File: src/rtl/bp_fe_pkg.sv
// Shared frontend types and limits for the FE->BE queue path: the queue
// packet layout, the message kinds, and the bound on the pairing timeout.
package bp_fe_pkg;

  typedef enum logic [0:0] {
    e_bp_default_cfg = 1'b0
  } bp_params_e;

  typedef enum logic [1:0] {
    e_fe_fetch       = 2'd0,
    e_fe_exception   = 2'd1,
    e_fe_icache_miss = 2'd2,
    e_fe_itlb_miss   = 2'd3
  } bp_fe_msg_type_e;

  typedef struct packed {
    bp_fe_msg_type_e msg_type;
    logic [15:0]     pc;
    logic [15:0]     payload;
  } bp_fe_queue_s;

  localparam int bp_fe_queue_width_gp = $bits(bp_fe_queue_s);
  localparam int bp_fe_timeout_max_lp = 15;

  // Every configuration currently shares one packet layout.
  function automatic int bp_fe_queue_width(input bp_params_e cfg);
    case (cfg)
      e_bp_default_cfg: return bp_fe_queue_width_gp;
      default:          return bp_fe_queue_width_gp;
    endcase
  endfunction

  function automatic logic is_fetch(input bp_fe_queue_s pkt);
    return (pkt.msg_type == e_fe_fetch);
  endfunction

endpackage

File: src/rtl/bp_fe_queue_pair_sender_timer.sv
// Saturating idle counter used to release a lone fetch that never found a
// partner. Out-of-range timeouts are clamped to the supported maximum.
module bp_fe_pair_timer
  import bp_fe_pkg::*;
#(
  parameter int timeout_p = 4,
  localparam int sat_lp   = (timeout_p > bp_fe_timeout_max_lp) ? bp_fe_timeout_max_lp : timeout_p,
  localparam int width_lp = $clog2(sat_lp + 1)
)(
  input  logic i_clk,
  input  logic i_reset_n,
  input  logic i_clr,
  output logic o_expired
);

  localparam logic [width_lp-1:0] sat_c_lp = width_lp'(sat_lp);

  logic [width_lp-1:0] r_count;

  // Count idle cycles, hold at the limit, restart on any clear.
  always_ff @(posedge i_clk or negedge i_reset_n) begin
    if (!i_reset_n) begin
      r_count <= '0;
    end else if (i_clr) begin
      r_count <= '0;
    end else if (r_count != sat_c_lp) begin
      r_count <= r_count + {{(width_lp-1){1'b0}}, 1'b1};
    end else begin
      r_count <= r_count;
    end
  end

  assign o_expired = (r_count == sat_c_lp);

endmodule

File: src/rtl/bp_fe_queue_pair_sender.sv
// Two-slot staging buffer between fetch and the dual-enqueue issue queue:
// pairs consecutive fetches, sends non-fetch messages and timed-out fetches alone.
module bp_fe_queue_pair_sender
  import bp_fe_pkg::*;
#(
  parameter bp_params_e bp_params_p = e_bp_default_cfg,
  parameter int timeout_p           = 4,
  localparam int fe_queue_width_lp  = bp_fe_queue_width(bp_params_p)
)(
  input  logic                         clk_i,
  input  logic                         reset_n_i,
  input  logic                         clr_i,
  input  logic [fe_queue_width_lp-1:0] fe_queue_i,
  input  logic                         fe_queue_v_i,
  output logic                         fe_queue_ready_and_o,
  output logic [fe_queue_width_lp-1:0] fe_queue1_o,
  output logic [fe_queue_width_lp-1:0] fe_queue2_o,
  output logic                         fe_queue_v1_o,
  output logic                         fe_queue_v2_o,
  input  logic                         fe_queue_ready_i
);

  bp_fe_queue_s r_s0, r_s1;
  bp_fe_queue_s w_s0_n, w_s1_n;
  logic [1:0]   r_count;
  logic [1:0]   w_pop, w_count_after_pop, w_count_n;
  logic         w_expired, w_send_pair, w_send_single, w_fire;
  logic         w_ready, w_accept, w_timer_clr;

  // A full pair of fetches goes together; anything else that may leave goes alone.
  always_comb begin
    w_send_pair   = 1'b0;
    w_send_single = 1'b0;
    if (!clr_i && (r_count == 2'd2) && is_fetch(r_s0) && is_fetch(r_s1)) begin
      w_send_pair = 1'b1;
    end else if (!clr_i && (r_count != 2'd0) &&
                 (!is_fetch(r_s0) || ((r_count == 2'd2) && !is_fetch(r_s1)) || w_expired)) begin
      w_send_single = 1'b1;
    end else begin
      w_send_pair   = 1'b0;
      w_send_single = 1'b0;
    end
  end

  assign w_fire            = (w_send_pair | w_send_single) & fe_queue_ready_i;
  assign w_pop             = w_fire ? (w_send_pair ? 2'd2 : 2'd1) : 2'd0;
  assign w_ready           = reset_n_i & ~clr_i & ((r_count != 2'd2) | w_fire);
  assign w_accept          = fe_queue_v_i & w_ready;
  assign w_count_after_pop = r_count - w_pop;
  assign w_count_n         = w_count_after_pop + {1'b0, w_accept};
  assign w_timer_clr       = w_accept | w_fire | clr_i | (r_count != 2'd1);

  // Shift the survivor down after a single pop, then land the new packet
  // in the lowest slot left free.
  always_comb begin
    w_s0_n = r_s0;
    w_s1_n = r_s1;
    if (w_pop == 2'd1) begin
      w_s0_n = r_s1;
    end else begin
      w_s0_n = r_s0;
    end
    if (w_accept) begin
      case (w_count_after_pop)
        2'd0:    w_s0_n = bp_fe_queue_s'(fe_queue_i);
        2'd1:    w_s1_n = bp_fe_queue_s'(fe_queue_i);
        default: w_s1_n = r_s1;
      endcase
    end else begin
      w_s1_n = r_s1;
    end
  end

  // Occupancy; a flush empties the buffer regardless of fire or accept.
  always_ff @(posedge clk_i or negedge reset_n_i) begin
    if (!reset_n_i) begin
      r_count <= 2'd0;
    end else if (clr_i) begin
      r_count <= 2'd0;
    end else begin
      r_count <= w_count_n;
    end
  end

  // Slot payloads carry no reset; validity comes only from the occupancy count.
  always_ff @(posedge clk_i) begin
    r_s0 <= w_s0_n;
    r_s1 <= w_s1_n;
  end

  bp_fe_pair_timer #(
    .timeout_p (timeout_p)
  ) u_timer (
    .i_clk     (clk_i),
    .i_reset_n (reset_n_i),
    .i_clr     (w_timer_clr),
    .o_expired (w_expired)
  );

  assign fe_queue_ready_and_o = w_ready;
  assign fe_queue_v1_o        = w_send_pair | w_send_single;
  assign fe_queue_v2_o        = w_send_pair;
  assign fe_queue1_o          = r_s0;
  assign fe_queue2_o          = w_send_pair ? r_s1 : '0;

endmodule

File: config.mk
export PLATFORM = sky130hd
export DESIGN_NAME = bp_fe_queue_pair_sender
export DESIGN_NICKNAME = d
export VERILOG_FILES = /design/src/rtl/bp_fe_pkg.sv /design/src/rtl/bp_fe_queue_pair_sender_timer.sv /design/src/rtl/bp_fe_queue_pair_sender.sv
export SDC_FILE = /design/constraint.sdc
export NUM_CORES = 1
export LEC_CHECK = 0
export ABC_CLOCK_PERIOD_IN_PS = 18500
export BUFFER_PORTS_ARGS = -buffer_cell sky130_fd_sc_hd__buf_2
export CAP_MARGIN = 20
export CORE_MARGIN = 5
export CORE_UTILIZATION = 34
export CTS_CLUSTER_DIAMETER = 50
export DETAILED_ROUTE_END_ITERATION = 16
export GPL_TIMING_DRIVEN = 0
export SYNTH_ARGS = -nofsm -noshare
export SYNTH_HDL_FRONTEND = slang
export SYNTH_SLANG_ARGS = --single-unit
File: constraint.sdc
create_clock -name clk_i -period 18.5 [get_ports clk_i]
set_input_delay 0 -clock clk_i [delete_from_list [all_inputs] [get_ports clk_i]]
set_output_delay 0 -clock clk_i [all_outputs]
set_load 0.1 [all_outputs]
==> flow_summary.yaml <==
cts:
  cts_tree: "built"
  clk_latency_ns: 0.35
  clk_pin_slew_ns: 0.07
  cts_sinks: 73
  clock_path_buffers: 2
  ctsRootBufferMaster: "clkbuf_8"
  numCtsBuffers: 9
  cts_max_level: 3
timing:
  slew_viol_final: 0
  finalWorstPathRequiredPeriod_ns: 4.83
  rsz0062_at_grt: "no"
  hold_violations: 0
  max-slew-margin-rel: 0.472
  fin_crit_sh: 0.261
  worst_pin_slew_ns: 0.791
  setup-tns-final_ns: 0
  timing.fmax_ghz: 0.207
  finalSetupViolations: 0
  skew_ns: 0.0130
pwr:
  vdd_drop_max_mv: 0.103
  leakage_nw: 2.00
  powerDensity_nw_per_um2: 161
placement:
  io_buffers: 106
  gp_congestion: 0.779
  dp_cells: 570
  dp_hpwl_mm: 7.58
  postPlaceCellArea_um2: 4070
worst_setup_path:
  arrival_ns: 4.89
  crit_required_ns: 18.56
  cp-end-kind: "register"
  critical_path.max_fanout: 10
  crit_type: "reg2reg"
  start_kind: "register"
global_routing:
  groute.usage.overall: 0.193
  grt_max_degree: 13
  grt_pass1_vias: 3484
  grt_overflow: 0
  grt_pass1_wl_mm: 17.6
  antenna_found_initial: 0
run_status:
  outcome: "completed"
yosys:
  yosysWarningCount: 0
  netlist_instances: 325
  synth_area_per_cell_um2: 10.2
  synth_seq_cells: 73
  yosysSeqAreaShare: 0.551
  synth.distinct_cells: 38
  syn_area_um2: 3310
die:
  core_um2: 9640
  start_util: 0.344
  fp.dieArea_um2: 11800
  rows: 36
  boundaryPins: 110
  die_h_um: 109
  die_width_um: 109
final_layout:
  layoutNonFillerInstCount: 623
  fillCellCount: 958
  syn_to_final_growth_pct: 40.6
  antenna_cells: 0
  drive_above_1_share: 0.286
  layout_commonest_cell: "buf_2"
  finalNetCount: 528
  finish.instance_area_um2: 4660
  mostFrequentLayoutCells: "107 x buf_2, 37 x dlygate4sd3_1, 35 x a31oi_1"
drt:
  wl_per_cell_um: 18.1
  drt_iter0_markers: 167
  vias_per_cell: 5.34
  drtPass1Iterations: 5
  drtAntennaViolNets: 0
  drc: 0
  routed-via-count: 3324
  routed_wl_mm: 11.3
flow_run:
  cap_violations: 0
hold_path:
  min_path_type: "in2reg"
## kinds of logic (layout without fill, tap and decap cells)
family,Yosys count,after routing,share of synthesized area
compound gates,77,77,0.137
xor+xnor,2,2,0.00529
fa+ha+maj,4,4,0.0151
buf+inv,43,207,0.0627
flops,73,73,0.551
mux,1,1,0.00302
other cells,1,2,0.00113
simple gates,124,124,0.224
## cell type report
cell class	count	area [um2]	share of cell area
plain buffers	38	189	0.0406
inverters	5	18.8	0.00403
repair buffers	148	946	0.203
multi-input cells	210	1290	0.277
flip-flops and latches	73	1830	0.392
clock buffers	12	145	0.0312
well taps	133	166	0.0357
clock inverters	4	76.3	0.0164
## report_power, final
group	internal, mW	switching [mW]
clock network	0.0801	0.0619
logic	0.0597	0.320
registers	0.207	0.0219
## final timing paths
| kind | from | end | slack (ns) | depth (start not counted) |
|---|---|---|---|---|
| worst max register to register | r_count[0] | r_s1[10] | 13.67 | 14 |
| worst max-delay path | r_count[0] | r_s1[10] | 13.67 | 14 |
| worst min register to register | fe_queue1_o[5] | fe_queue1_o[5] | 0.50 | 2 |
| worst min-delay path | fe_queue_v_i | u_timer.r_count[2] | 0.04 | 4 |
| max in group asynchronous | reset_n_i | r_count[1] | 17.71 | 3 |
| min in group asynchronous | reset_n_i | u_timer.r_count[2] | 0.59 | 3 |
## worst max-delay path, cell delays in order (launching register included)
cell and delay [ns]:
dfrtp_1 0.45, nor3b_2 0.51, nand2_1 0.33, inv_1 0.25, clkbuf_1 0.44, nor2_1 0.11
ha_1 0.21, xnor2_1 0.20, a31oi_1 0.07, clkbuf_1 0.29, clkbuf_1 0.33, nor4b_2 0.77
buf_6 0.24, buf_4 0.17, buf_4 0.16
## flip-flops by register name, indices dropped and copies added (netlist names)
register / count
fe_queue1_o: 34
r_count: 2
r_s1: 34
u_timer.r_count: 3
## cell usage after synthesis, drive strengths merged
library cell / count / share of area
dfrtp: 5 / 0.038
nand3b: 1 / 0.0023
or3b: 1 / 0.0026
conb: 1 / 0.0011
o211a: 1 / 0.0030
and3: 32 / 0.060
o21ba: 2 / 0.0060
o21bai: 1 / 0.0023
nand2: 8 / 0.0091
nor2: 2 / 0.0023
nor3: 4 / 0.0060
dfxtp: 34 / 0.21
nand3: 33 / 0.050
mux2i: 1 / 0.0030
clkbuf: 29 / 0.033
ha: 4 / 0.015
edfxtp: 34 / 0.31
nor4: 35 / 0.071
or3: 1 / 0.0019
buf: 9 / 0.024
and4: 1 / 0.0026
a211o: 1 / 0.0026
a21oi: 1 / 0.0015
o21ai: 34 / 0.051
xnor2: 2 / 0.0053
nor3b: 3 / 0.0083
nor2b: 1 / 0.0019
or4: 1 / 0.0034
a21boi: 1 / 0.0023
a31oi: 35 / 0.066
inv: 5 / 0.0057
o211ai: 1 / 0.0023
nor4b: 1 / 0.0026
## what timing repair did
item	in CTS	in global routing
setup buffers	0	0
hold endpoints to repair	72	0
gates resized for setup	0	0
hold buffers	37	0
## metrics by stage
step	worst slack, ns	total power [mW]	hold slack (ns)	util
floorplan	10.85	0.543	-0.296	-
global placement	8.84	0.603	-0.169	0.416
detailed placement	13.67	0.606	-0.167	0.422
CTS	13.62	0.754	0.0355	0.483
global route	13.27	0.781	0.0858	0.483
finish	13.67	0.751	0.0444	0.483
## per-layer routing
layer | global-route usage | up-vias | wire length [um]
li1 | - | 1564 | -
met1 | 0.254 | 1583 | 4890
met2 | 0.305 | 156 | 5310
met3 | 0.0485 | 21 | 886
met4 | 0.0748 | 0 | 179
met5 | 0 | - | 0
Power figures use the tool's default switching activity.
